--- src/rtl/pipeline_pkg.sv ---
// Shared pipeline types and constants for the MIPS core back end.
package pipeline_pkg;

  localparam int unsigned DATA_W     = 32;
  localparam int unsigned REG_ADDR_W = 5;

  localparam logic [REG_ADDR_W-1:0] REG_ZERO = 5'd0;
  localparam logic [REG_ADDR_W-1:0] REG_RA   = 5'd31;

  // Source of the value written back to the register file.
  typedef enum logic [1:0] {
    WB_ALU  = 2'd0,
    WB_MEM  = 2'd1,
    WB_LINK = 2'd2
  } wb_sel_e;

  // Link outranks memory, memory outranks ALU.
  function automatic wb_sel_e wb_select(input logic link, input logic memtoreg);
    if (link)          return WB_LINK;
    else if (memtoreg) return WB_MEM;
    else               return WB_ALU;
  endfunction

endpackage

--- src/rtl/wb_bypass_mux.sv ---
// Write-through bypass for one ID-stage register read port.
module wb_bypass_mux
  import pipeline_pkg::*;
#(
  parameter int unsigned N      = DATA_W,
  parameter int unsigned ADDR_W = REG_ADDR_W
) (
  input  logic              wb_en,
  input  logic [ADDR_W-1:0] wb_reg,
  input  logic [N-1:0]      wb_data,
  input  logic [ADDR_W-1:0] rd_reg,
  input  logic [N-1:0]      rf_data,
  output logic [N-1:0]      rd_data
);

  // Forward the retiring write when it targets the register being read.
  always_comb begin
    rd_data = rf_data;
    if (wb_en && (wb_reg == rd_reg)) rd_data = wb_data;
  end

endmodule

--- src/rtl/writeback_stage.sv ---
// MEM/WB pipeline register, register-file write control, read bypass and
// retired-instruction counter.
module writeback_stage
  import pipeline_pkg::*;
#(
  parameter int unsigned N      = DATA_W,
  parameter int unsigned ADDR_W = REG_ADDR_W,
  parameter int unsigned CNT_W  = 32
) (
  input  logic              clk,
  input  logic              reset,
  input  logic              stall,
  input  logic              flush,
  input  logic              in_valid,
  input  logic              in_RegWrite,
  input  logic              in_MemtoReg,
  input  logic              in_Link,
  input  logic [ADDR_W-1:0] in_WriteRegister,
  input  logic [N-1:0]      in_ALUResult,
  input  logic [N-1:0]      in_MemReadData,
  input  logic [N-1:0]      in_PCPlus4,
  input  logic [ADDR_W-1:0] ReadRegister1,
  input  logic [ADDR_W-1:0] ReadRegister2,
  input  logic [N-1:0]      ReadData1_rf,
  input  logic [N-1:0]      ReadData2_rf,
  output logic              RegWrite,
  output logic [ADDR_W-1:0] WriteRegister,
  output logic [N-1:0]      WriteData,
  output logic [N-1:0]      ReadData1,
  output logic [N-1:0]      ReadData2,
  output logic [CNT_W-1:0]  RetiredCount
);

  wb_sel_e           sel;
  logic [N-1:0]      cap_data;
  logic [ADDR_W-1:0] cap_reg;
  logic              cap_wflag;

  logic              valid_q, valid_d;
  logic              wflag_q, wflag_d;
  logic [ADDR_W-1:0] wreg_q,  wreg_d;
  logic [N-1:0]      wdata_q, wdata_d;
  logic [CNT_W-1:0]  count_q, count_d;

  // Select the write-back value, destination and write flag from MEM.
  always_comb begin
    sel = wb_select(in_Link, in_MemtoReg);
    unique case (sel)
      WB_LINK: cap_data = in_PCPlus4;
      WB_MEM:  cap_data = in_MemReadData;
      default: cap_data = in_ALUResult;
    endcase
    cap_reg   = in_Link ? ADDR_W'(REG_RA) : in_WriteRegister;
    cap_wflag = in_RegWrite | in_Link;
  end

  // Next WB state: flush beats stall, stall beats load.
  always_comb begin
    valid_d = valid_q;
    wflag_d = wflag_q;
    wreg_d  = wreg_q;
    wdata_d = wdata_q;
    count_d = count_q;
    if (flush) begin
      valid_d = 1'b0;
      wflag_d = 1'b0;
      wreg_d  = '0;
      wdata_d = '0;
    end else if (!stall) begin
      valid_d = in_valid;
      wflag_d = cap_wflag;
      wreg_d  = cap_reg;
      wdata_d = cap_data;
      if (in_valid) count_d = count_q + CNT_W'(1);
    end
  end

  // WB register with synchronous active-low reset.
  always_ff @(posedge clk) begin
    if (!reset) begin
      valid_q <= 1'b0;
      wflag_q <= 1'b0;
      wreg_q  <= '0;
      wdata_q <= '0;
      count_q <= '0;
    end else begin
      valid_q <= valid_d;
      wflag_q <= wflag_d;
      wreg_q  <= wreg_d;
      wdata_q <= wdata_d;
      count_q <= count_d;
    end
  end

  // Register-file write port; index 0 is never written.
  always_comb begin
    RegWrite      = valid_q & wflag_q & (wreg_q != ADDR_W'(REG_ZERO));
    WriteRegister = wreg_q;
    WriteData     = wdata_q;
    RetiredCount  = count_q;
  end

  wb_bypass_mux #(.N(N), .ADDR_W(ADDR_W)) u_bypass1 (
    .wb_en   (RegWrite),
    .wb_reg  (wreg_q),
    .wb_data (wdata_q),
    .rd_reg  (ReadRegister1),
    .rf_data (ReadData1_rf),
    .rd_data (ReadData1)
  );

  wb_bypass_mux #(.N(N), .ADDR_W(ADDR_W)) u_bypass2 (
    .wb_en   (RegWrite),
    .wb_reg  (wreg_q),
    .wb_data (wdata_q),
    .rd_reg  (ReadRegister2),
    .rf_data (ReadData2_rf),
    .rd_data (ReadData2)
  );

endmodule
--- config.mk ---
export PLATFORM = sky130hd
export DESIGN_NAME = writeback_stage
export DESIGN_NICKNAME = d
export VERILOG_FILES = /design/src/rtl/pipeline_pkg.sv /design/src/rtl/wb_bypass_mux.sv /design/src/rtl/writeback_stage.sv
export SDC_FILE = /design/constraint.sdc
export NUM_CORES = 1
export LEC_CHECK = 0
export BUFFER_PORTS_ARGS = -buffer_cell sky130_fd_sc_hd__buf_2
export CORE_AREA = 2 2 123 125
export CTS_CLUSTER_DIAMETER = 30
export CTS_CLUSTER_SIZE = 24
export DETAILED_ROUTE_END_ITERATION = 7
export DIE_AREA = 0 0 125 127
export SYNTH_ARGS = -nofsm -noshare
export SYNTH_HDL_FRONTEND = slang
export SYNTH_SLANG_ARGS = --single-unit
--- constraint.sdc ---
create_clock -name clk -period 3 [get_ports clk]
set_input_delay 0.45 -clock clk [delete_from_list [all_inputs] [get_ports clk]]
set_output_delay 0.45 -clock clk [all_outputs]
set_load 0.01 [all_outputs]
==> impl_results.md, run 1 <==
- Ys Warns: 0
- Placed standard-cell area: 6200 um^2
- Delay-heaviest family, CP: simple AND/OR/NAND/NOR gates
- Initial Util: 31.45%
- Synth Area per Inst: 8.946 um^2
- Hold WC Path Type: input port to register
- Max-cap violation count: 0
- # diodes: 0
- Number of synthesized flops with an enable pin: 0
- Worst clock skew: 0.004824 ns
- Yosys top cell area share: 31.34%
- Critical Path Source Type: register
- Port Buf Inserts: 316
- Post-DP HPWL: 12.76 mm
- Post-cts gate resize count: 0
- DRC: 0
- Share of cells above drive strength 1: 50.62%
- VDD IR-drop max: 259.8 uV
- Data arrival time of the worst path: 2.32 ns
- Vias: 4863
- Die area: 15880 um^2
- Global-route met3 utilization: 3.518%
- Max incr delay on CP: 0.38 ns
- Post-synthesis async set-or-reset flop share: 0%
- Routed len/inst: 16.04 um
- Seq pwr share: 41.3%
- Design area: 6465 um^2
- Post-synth cell types: 36
- Clock Tree Buf Depth: 2
- Sw Ratio: 25.29%
- Setup Fix Bufs, Post-CTS: 0
- RSZ-0062 raised after global routing: false
- PwrDens: 370.3 nW/um^2
- Max Slew Vio Count: 0
- Synth top area cells: dfxtp_1 (31%), mux2_2 (16%), mux2i_1 (14%), o21ai_0 (4.2%), nor2_1 (4.1%)
- Grt met2 use: 33.50%
- Met1 Track Usage GR: 22.68%
- Final nets: 987
- Slowest cell on crit path: or3_1
- # IOs: 317
- Clock transition at path regs: 0.06 ns
- CP bufs+invs: 2
- Slew @ Worst Pin: 0.9805 ns
- Worst-path maximum fanout: 30
- Clock share of power: 40.4%
- GP Congestion: 0.8846
- Leading area contributor after synthesis: dfxtp_1
- Outcome: completed
- Die width: 125 um
- Initial DRC count: 235
- Setup violators final: 0
- Most Crowded Layer GR: met2
- Leakage: 0.003196 uW
- Post-route antenna net violation count: 0
- Die H: 127 um
- Global-route wire length before repair: 23.66 mm
- TritonCTS Buffers: 9
- Number of global-route vias before repair: 4549
- Internal: 1789 uW
- Synthesized instance count: 507
- Post-layout min period: 2.767 ns
- Crit-path cells: or3_1 -> o311a_1 -> nand4_2 -> buf_12 -> mux2_2 -> buf_2
- Area Overhead vs Synth: 42.54%
- Initial DRT Pass Iterations: 4
- Initial antenna violation count: 0
- Core Area: 14420 um^2
- Mean number of vias per cell: 4.912
- Sink Count: 71
- Req. time, crit path: 2.55 ns
- Net Switching: 605.6 uW
- Setup TNS: 0 ns
- H-Tree Depth: 3
- Crit Path Category: register to output pin
- Post-Syn Nets: 691
- TritonCTS clock tree: yes
- Skew-Pair Late Insertion Delay: 0.32 ns
- Most used DFF post-synth: dfxtp_1
- Row count: 44
- Mapped cell area: 4536 um^2
- Synth Register Bits: 71
- CTS root buffer: clkbuf_16
- WL final: 15.88 mm
- GRT Residual Overflow: 0
- Final Hold Fails: 0
- Combinational group share of total power: 18.2%
- Sequential cell area fraction in the yosys report: 31.34%
- Largest net degree at the start of global routing: 66
- Hold_buf cts: 0
- Period utilisation layout: 92.24%
- Fmax: 361.4 MHz
- Total track usage: 18.78%
- Worst slew margin: 34.56%
- Critical Path Sink Type: output pin
[sequential cells by signal (all words and copies together), names as in the netlist]
name and cells:
RetiredCount 32, WriteData 32, WriteRegister 5, valid_q 1, wflag_q 1
[Yosys cell counts (2+ instances only)]
library cell  instances
dfxtp_1              71
mux2i_1              65
mux2_2               64
nor2_1               49
nand2_1              44
o21ai_0              38
a21oi_1              22
clkbuf_1             19
o31ai_1              15
or4_1                15
xor2_1               12
nand4_1              11
buf_6                10
nand3_1              10
buf_2                 8
xnor2_1               8
o22ai_1               6
or3_1                 6
and4_1                5
inv_1                 4
nand2b_1              4
nor3_1                3
nor4_1                3
nand4_2               2
nand4_4               2
[per-stage QoR]
step / setup WS, ns / cells / utilization, % / hold WS (ns) / power (uW)
2_1_floorplan: 0.7787 / 507 / - / 0.4437 / 1227
3_3_place_gp: 0.5827 / 976 / 42.98 / 0.4650 / 1449
3_5_place_dp: 0.5507 / 976 / 42.98 / 0.4721 / 1451
4_1_cts: 0.1932 / 990 / 44.82 / 0.3624 / 2433
5_1_grt: 0.1170 / 990 / 44.82 / 0.3818 / 2508
6_report: 0.2329 / 990 / 44.82 / 0.3746 / 2394
[worst paths after layout]
| kind | slack, ns | cells past startpoint | endpoint | start |
|---|---|---|---|---|
| max | 0.23 | 6 | ReadData1[21] | WriteRegister[4] |
| min | 0.37 | 3 | WriteRegister[3] | in_WriteRegister[3] |
| max reg2reg | 1.00 | 4 | RetiredCount[31] | RetiredCount[5] |
| min reg2reg | 0.48 | 2 | valid_q | valid_q |
[final cells by class]
cell class,count,area [um^2]
multi-input cells,394,2874
flip-flops and latches,71,1421
well taps,184,230.2
fillers,1506,7959
repair buffers,323,1659
inverters,4,15.01
clock inverters,1,5.005
clock buffers,13,260.3
[placed cells by master, fill, tap and decap left out, types with 3 or more instances in the layout]
cell,Yosys,final
or4_1,15,15
buf_4,0,5
nand2_1,44,44
mux2_2,64,64
inv_1,4,3
nand2b_1,4,3
o31ai_1,15,15
nand4_1,11,11
o22ai_1,6,6
dfxtp_1,71,71
nor4_1,3,3
xor2_1,12,12
nor3_1,3,3
a21oi_1,22,22
mux2i_1,65,65
and4_1,5,5
nor2_1,49,49
buf_2,8,316
or3_1,6,6
xnor2_1,8,8
o21ai_0,38,38
clkbuf_16,0,9
nand3_1,10,10
[tightest hold or removal path, stage by stage]
cell,delay (ns)
buf_2,0.07
o22ai_1,0.06
nor2_1,0.08
[power by group through the flow]
stage / combinational (uW) / sequential [uW] / clock [uW]
6_report: 437 / 989 / 968
5_1_grt: 480 / 992 / 1040
4_1_cts: 443 / 989 / 1000
3_5_place_dp: 442 / 1010 / 0
3_3_place_gp: 439 / 1010 / 0
2_1_floorplan: 216 / 1010 / 0
[cells by family after synthesis]
family                   Yosys count  share of synthesized area, %
XOR/XNOR                          20                         3.862
multiplexers                     129                         30.23
buffers and inverters             42                         5.352
flip-flops                        71                         31.34
adder cells (fa/ha/maj)            1                        0.2758
AO/OA/AOI/OAI                     82                         10.15
AND/OR/NAND/NOR                  162                         18.79
[metal layers]
metal / vias up / wire, um
li1: 2438 / -
met1: 2225 / 6591
met2: 177 / 8012
met3: 23 / 873
met4: 0 / 405
met5: - / 0
Power figures use the tool's default switching activity.
==> inputs of run 2 (changes only) <==
--- a/config.mk
+++ b/config.mk
@@ -6,11 +6,12 @@
 export NUM_CORES = 1
 export LEC_CHECK = 0
 export BUFFER_PORTS_ARGS = -buffer_cell sky130_fd_sc_hd__buf_2
-export CORE_AREA = 2 2 123 125
+export CORE_AREA = 2 2 122 124
+export CTS_BUF_LIST = sky130_fd_sc_hd__clkbuf_8
 export CTS_CLUSTER_DIAMETER = 30
 export CTS_CLUSTER_SIZE = 24
 export DETAILED_ROUTE_END_ITERATION = 7
-export DIE_AREA = 0 0 125 127
+export DIE_AREA = 0 0 124 126
 export SYNTH_ARGS = -nofsm -noshare
 export SYNTH_HDL_FRONTEND = slang
 export SYNTH_SLANG_ARGS = --single-unit
==> run 2 against run 1 <==
  * First-iteration DRC count fell by 11%
  * Via count fell by 0.27%
  * Sequential share of layout area rose by 0.21 points
  * Cell count rose by 0.30%
  * Combinational power rose by 0.9%
  * Non-clock buffer count did not move
  * Clock-buffer cell count fell by 3
  * Utilization fell by 0.075 points
  * Largest power group unchanged
==> impl_results.md, run 2 (synthesis results as in run 1) <==
- Outcome: completed
- Number of global-route vias before repair: 4445 (-2.3%)
- Clock Tree Buf Depth: 2 (unchanged)
- Most frequent cells in the layout: buf_2 (316), dfxtp_1 (71), mux2i_1 (65)
- Crit path depth: 6 (unchanged)
- Die area: 15620 um^2 (-1.6%)
- TritonCTS Buffers: 9 (unchanged)
- Critical Path Sink Type: output pin
- TritonCTS clock tree: yes
- Worst-path maximum fanout: 32 (+6.7%)
- Inst Count DP: 976 (unchanged)
- Worst slew margin: 31.73% (-2.8 points)
- Vias: 4850 (-0.27%)
- Largest net degree at the start of global routing: 56 (-15%)
- # IOs: 317 (unchanged)
- PwrDens: 343.6 nW/um^2 (-7.2%)
- Mean number of vias per cell: 4.884 (-0.57%)
- RSZ-0062 raised after global routing: false
- Slew @ Worst Pin: 1.023 ns (+0.04248 ns)
- Max incr delay on CP: 0.38 ns (about the same)
- Port Buf Inserts: 316 (unchanged)
- Worst clock skew: 0.008321 ns (+0.003497 ns)
- VDD IR-drop max: 153.2 uV (-41%)
- Critical Path Source Type: register
- GRT Residual Overflow: 0 (unchanged)
- Initial DRC count: 209 (-11%)
- Fmax: 365.1 MHz (+1.0%)
- Area Overhead vs Synth: 41.21%
- Data arrival time of the worst path: 2.29 ns (-0.03 ns)
- Total track usage: 19.52% (+0.74 points)
- Final Hold Fails: 0 (unchanged)
- R2R cell count: 4 (unchanged)
- WL final: 15.91 mm (+0.20%)
- Crit-path cells: or3_1 -> o311a_1 -> nand4_2 -> buf_12 -> mux2_2 -> buf_2
- Clock transition at path regs: 0.08 ns (+0.02 ns)
- Req. time, crit path: 2.55 ns (about the same)
- GP Congestion: 0.8202 (-7.3%)
- Worst hold start: in_WriteRegister[1]
- Post-route antenna net violation count: 0 (unchanged)
- Final nets: 987 (unchanged)
- Crit Path Category: register to output pin
- Setup TNS: 0 ns (unchanged)
- Die width: 124 um (-0.80%)
- Hold_buf cts: 0 (unchanged)
- Skew-Pair Late Insertion Delay: 0.35 ns (+0.03 ns)
- Row count: 44 (unchanged)
- Initial DRT Pass Iterations: 4 (unchanged)
- Hold WC Path Type: input port to register
- Reg-to-Reg End: RetiredCount[31]
- Slowest cell on crit path: or3_1
- Hold depth: 3 (unchanged)
- Setup Fix Bufs, Post-CTS: 0 (unchanged)
- Max-cap violation count: 0 (unchanged)
- Die H: 126 um (-0.79%)
- Sink Count: 71 (unchanged)
- Layout fillers: 1485 (-1.4%)
- Period utilisation layout: 91.29% (-0.95 points)
- Post-cts gate resize count: 0 (unchanged)
- Max Slew Vio Count: 0 (unchanged)
- Non-Filler Instances: 993 (+0.30%)
- Commonest non-fill, non-tap cell in the layout: buf_2
- Final core utilization: 44.75% (-0.075 points)
- Post-DP HPWL: 12.38 mm (-3.0%)
- Pre-CTS setup slack: 0.6402 ns (+0.08945 ns)
- Share of cells above drive strength 1: 50.74% (+0.12 points)
- Setup violators final: 0 (unchanged)
- Post-layout min period: 2.739 ns (-0.02836 ns)
- Worst r2r src: RetiredCount[4]
- CP bufs+invs: 2 (unchanged)
- Multi-input gate area: 2874 um^2 (unchanged)
- Leakage: 0.003177 uW (-0.58%)
- H-Tree Depth: 3 (unchanged)
- Global-route wire length before repair: 23.62 mm (-0.18%)
- Hold EP: WriteRegister[1]
- Delay-heaviest family, CP: simple AND/OR/NAND/NOR gates
- Flop-to-flop setup slack: 1.02 ns (+0.02 ns)
- Initial antenna violation count: 1 (+1)
- Initial Util: 31.69% (+0.24 points)
- Routed len/inst: 16.03 um (-0.11%)
- CTS root buffer: clkbuf_8
- Final WS setup: 0.2612 ns (+0.02836 ns)
- Total area of sequential cells: 1421 um^2 (unchanged)
- DRC: 0 (unchanged)
- Core Area: 14310 um^2 (-0.76%)
==> run 2: changes by cell type in the layout (fill, tap and decap cells not counted), moves of 2 or more <==
cell,delta
clkinv_2,+2
clkbuf_8,+8
inv_1,+2
clkbuf_16,-9
clkbuf_1,-2
==> run 2: stage by stage <==
step	instance area (um^2)	hold slack, ns	total power (uW)
after global placement	6212	0.4638	1452
after CTS	6402	0.3299	2226
after floorplan	4536	0.4437	1227
after detailed placement	6212	0.4640	1454
final	6405	0.3477	2200
after global routing	6402	0.3465	2311
==> run 2: worst max path at each step <==
stage                                start            end  slack [ns]
after global placement    WriteRegister[4]  ReadData1[21]        0.64
final                     WriteRegister[4]  ReadData2[19]        0.26
after floorplan           WriteRegister[4]  ReadData1[10]        0.78
after detailed placement  WriteRegister[4]   ReadData2[5]        0.64
after global routing      WriteRegister[4]  ReadData2[19]        0.15
after CTS                 WriteRegister[4]   ReadData2[5]        0.24
==> run 2: report_power, final <==
part           switching (uW)  internal [uW]  total [uW]
logic                     209            232         441
registers                25.6            962         988
clock network             374            397         772
==> run 2: area by class of cell <==
cell class | count | share of cell area (%)
clock buffer | 10 | 2.149
clock inverter | 6 | 0.8205
sequential | 71 | 22.19
antenna | 1 | 0.03907
timing repair buffer | 323 | 26.10
multi-input combinational | 394 | 44.87
tap | 184 | 3.594
inverter | 4 | 0.2344
==> run 2: worst min-delay path, cell delays in order <==
cell and delay [ns]:
buf_2 0.08, o22ai_1 0.06, nor2_1 0.07
==> run 2: per-layer routing <==
layer | global-route usage, % | vias up | share of wire (%)
li1 | - | 2433 | -
met1 | 24.46 | 2245 | 42
met2 | 34.32 | 165 | 51
met3 | 4.212 | 7 | 6.3
met4 | 3.767 | 0 | 0.62
met5 | 0 | - | 0
==> inputs of run 3 (changes only) <==
--- a/config.mk
+++ b/config.mk
@@ -12,6 +12,7 @@
 export CTS_CLUSTER_SIZE = 24
 export DETAILED_ROUTE_END_ITERATION = 7
 export DIE_AREA = 0 0 124 126
+export GPL_TIMING_DRIVEN = 0
 export SYNTH_ARGS = -nofsm -noshare
 export SYNTH_HDL_FRONTEND = slang
 export SYNTH_SLANG_ARGS = --single-unit
==> run 3 against run 2 <==
  * Critical path type unchanged
  * Combinational power increased by 2%
  * Cell count increased by 2.8%
  * Critical endpoint is now ReadData2[12]
  * First-iteration DRC count rose by 37%
  * Global-route usage increased by 1.4 points
  * Worst setup slack worse by 0.063 ns
  * Non-clock buffer count increased by 29
  * Via count grew 3.8%
  * Clock power grew 2%
  * Routed wire length rose by 6.5%
==> impl_results.md, run 3 (synthesis results as in run 1) <==
- Outcome: completed
- Hold_buf cts: 0 (unchanged)
- R2R cell count: 6 (+2)
- GP Congestion: 0.8428 (+2.8%)
- Worst hold start: in_WriteRegister[0]
- DRC: 0 (unchanged)
- Worst r2r src: RetiredCount[8]
- TritonCTS Buffers: 9 (unchanged)
- Initial Util: 31.69% (unchanged)
- Clock Tree Buf Depth: 2 (unchanged)
- Number of global-route vias before repair: 4674 (+5.2%)
- Row count: 44 (unchanged)
- Non-Filler Instances: 1021 (+2.8%)
- Share of cells above drive strength 1: 49.88% (-0.86 points)
- PwrDens: 339.8 nW/um^2 (-1.1%)
- Inst Count DP: 1005 (+3.0%)
- Setup TNS: 0 ns (unchanged)
- Post-layout min period: 2.802 ns (+0.06335 ns)
- Initial DRC count: 287 (+37%)
- Fmax: 356.9 MHz (-2.3%)
- Clock transition at path regs: 0.08 ns (about the same)
- Post-cts gate resize count: 0 (unchanged)
- Total area of sequential cells: 1421 um^2 (unchanged)
- Max-cap violation count: 0 (unchanged)
- Setup violators final: 0 (unchanged)
- Vias: 5032 (+3.8%)
- Initial antenna violation count: 0 (-1)
- Die H: 126 um (unchanged)
- Most frequent cells in the layout: buf_2 (322), dfxtp_1 (71), mux2i_1 (65)
- Skew-Pair Late Insertion Delay: 0.34 ns (about the same)
- CTS root buffer: clkbuf_8
- WL final: 16.95 mm (+6.5%)
- Mean number of vias per cell: 4.929 (+0.91%)
- Minimum hold slack: 0.3553 ns (+0.007598 ns)
- Max Slew Vio Count: 0 (unchanged)
- GRT Residual Overflow: 0 (unchanged)
- Die area: 15620 um^2 (unchanged)
- Layout fillers: 1502 (+1.1%)
- # IOs: 317 (unchanged)
- Multi-input gate area: 2872 um^2 (about the same)
- Worst-path maximum fanout: 10 (-69%)
- Final core utilization: 45.67% (+0.93 points)
- Combinational group share of total power: 20.2% (+0.2 points)
- Hold WC Path Type: input port to register
- Global-route wire length before repair: 25.32 mm (+7.2%)
- Worst slew margin: 48.52% (+17 points)
- VDD IR-drop max: 198.8 uV (+30%)
- Period utilisation layout: 93.40% (+2.1 points)
- Core Area: 14310 um^2 (unchanged)
- Die width: 124 um (unchanged)
- PnR Total Power: 2221 uW (+0.95%)
- Final Hold Fails: 0 (unchanged)
- CP startpoint: WriteRegister[4]
- TritonCTS clock tree: yes
- Post-DP HPWL: 13.78 mm (+11%)
- Clock share of power: 35.4% (+0.3 points)
- Critical Path Source Type: register
- Largest net degree at the start of global routing: 12 (-79%)
- Req. time, crit path: 2.55 ns (about the same)
- Internal: 1616 uW (+1.5%)
- Critical Path Sink Type: output pin
- Slew @ Worst Pin: 0.7722 ns (-0.2508 ns)
- Hold depth: 3 (unchanged)
- Worst clock skew: 0.007965 ns (-0.0003558 ns)
- Crit Path Category: register to output pin
- Total track usage: 20.96% (+1.4 points)
- RSZ-0062 raised after global routing: false
- H-Tree Depth: 3 (unchanged)
- Area Overhead vs Synth: 44.14%
- Port Buf Inserts: 314 (-0.63%)
- Sink Count: 71 (unchanged)
- Routed len/inst: 16.60 um (+3.6%)
- Commonest non-fill, non-tap cell in the layout: buf_2
- Final nets: 1016 (+2.9%)
- Sw Ratio: 27.28% (-0.41 points)
- Data arrival time of the worst path: 2.35 ns (+0.06 ns)
- Post-route antenna net violation count: 0 (unchanged)
- Initial DRT Pass Iterations: 4 (unchanged)
- Setup Fix Bufs, Post-CTS: 0 (unchanged)
- Seq pwr share: 44.4% (-0.5 points)
- Net Switching: 605.9 uW (-0.55%)
- Leakage: 0.003232 uW (+1.7%)
## run 3: layout make-up
| class | count | share of cell area (%) |
|---|---|---|
| inverters | 4 | 0.2297 |
| multi-input cells | 394 | 43.92 |
| plain buffers | 38 | 3.483 |
| well taps | 184 | 3.522 |
| repair buffers | 314 | 24.04 |
| diodes | 1 | 0.03828 |
| clock buffers | 11 | 2.316 |
| flip-flops and latches | 71 | 21.74 |
| clock inverters | 4 | 0.7081 |
## run 3: layer usage
layer,track usage [%],share of wire [%],up-vias
met1,26.95,42,2339
met3,3.351,6.0,18
met2,36.26,50,183
met4,5.288,2.0,0
met5,0,0,-
li1,-,-,2492
## run 3: final timing paths
path / endpoint / slack (ns)
max: ReadData2[12] / 0.20
min: WriteRegister[0] / 0.36
max reg2reg: RetiredCount[23] / 1.09
min reg2reg: valid_q / 0.49
## run 3: stage by stage
step	setup WS (ns)	cell area (um^2)
floorplan	0.7787	4536
global placement	0.5278	6337
detailed placement	0.5232	6337
CTS	0.1512	6535
global route	0.08739	6535
finish	0.1979	6538
## run 3: power groups by stage
stage | Sequential [uW] | Clock [uW] | Combinational, uW
after global routing | 991 | 852 | 493
after floorplan | 1010 | 0 | 216
after global placement | 1010 | 0 | 448
final | 987 | 786 | 449
after detailed placement | 1010 | 0 | 452
after CTS | 987 | 813 | 453
## run 3: worst max-delay path, cell delays in order, from the launching register on
cell and delay, ns:
dfxtp_1 0.37, or3_1 0.39, o311a_1 0.35, nand4_2 0.20, buf_6 0.21, mux2_2 0.36, buf_2 0.14
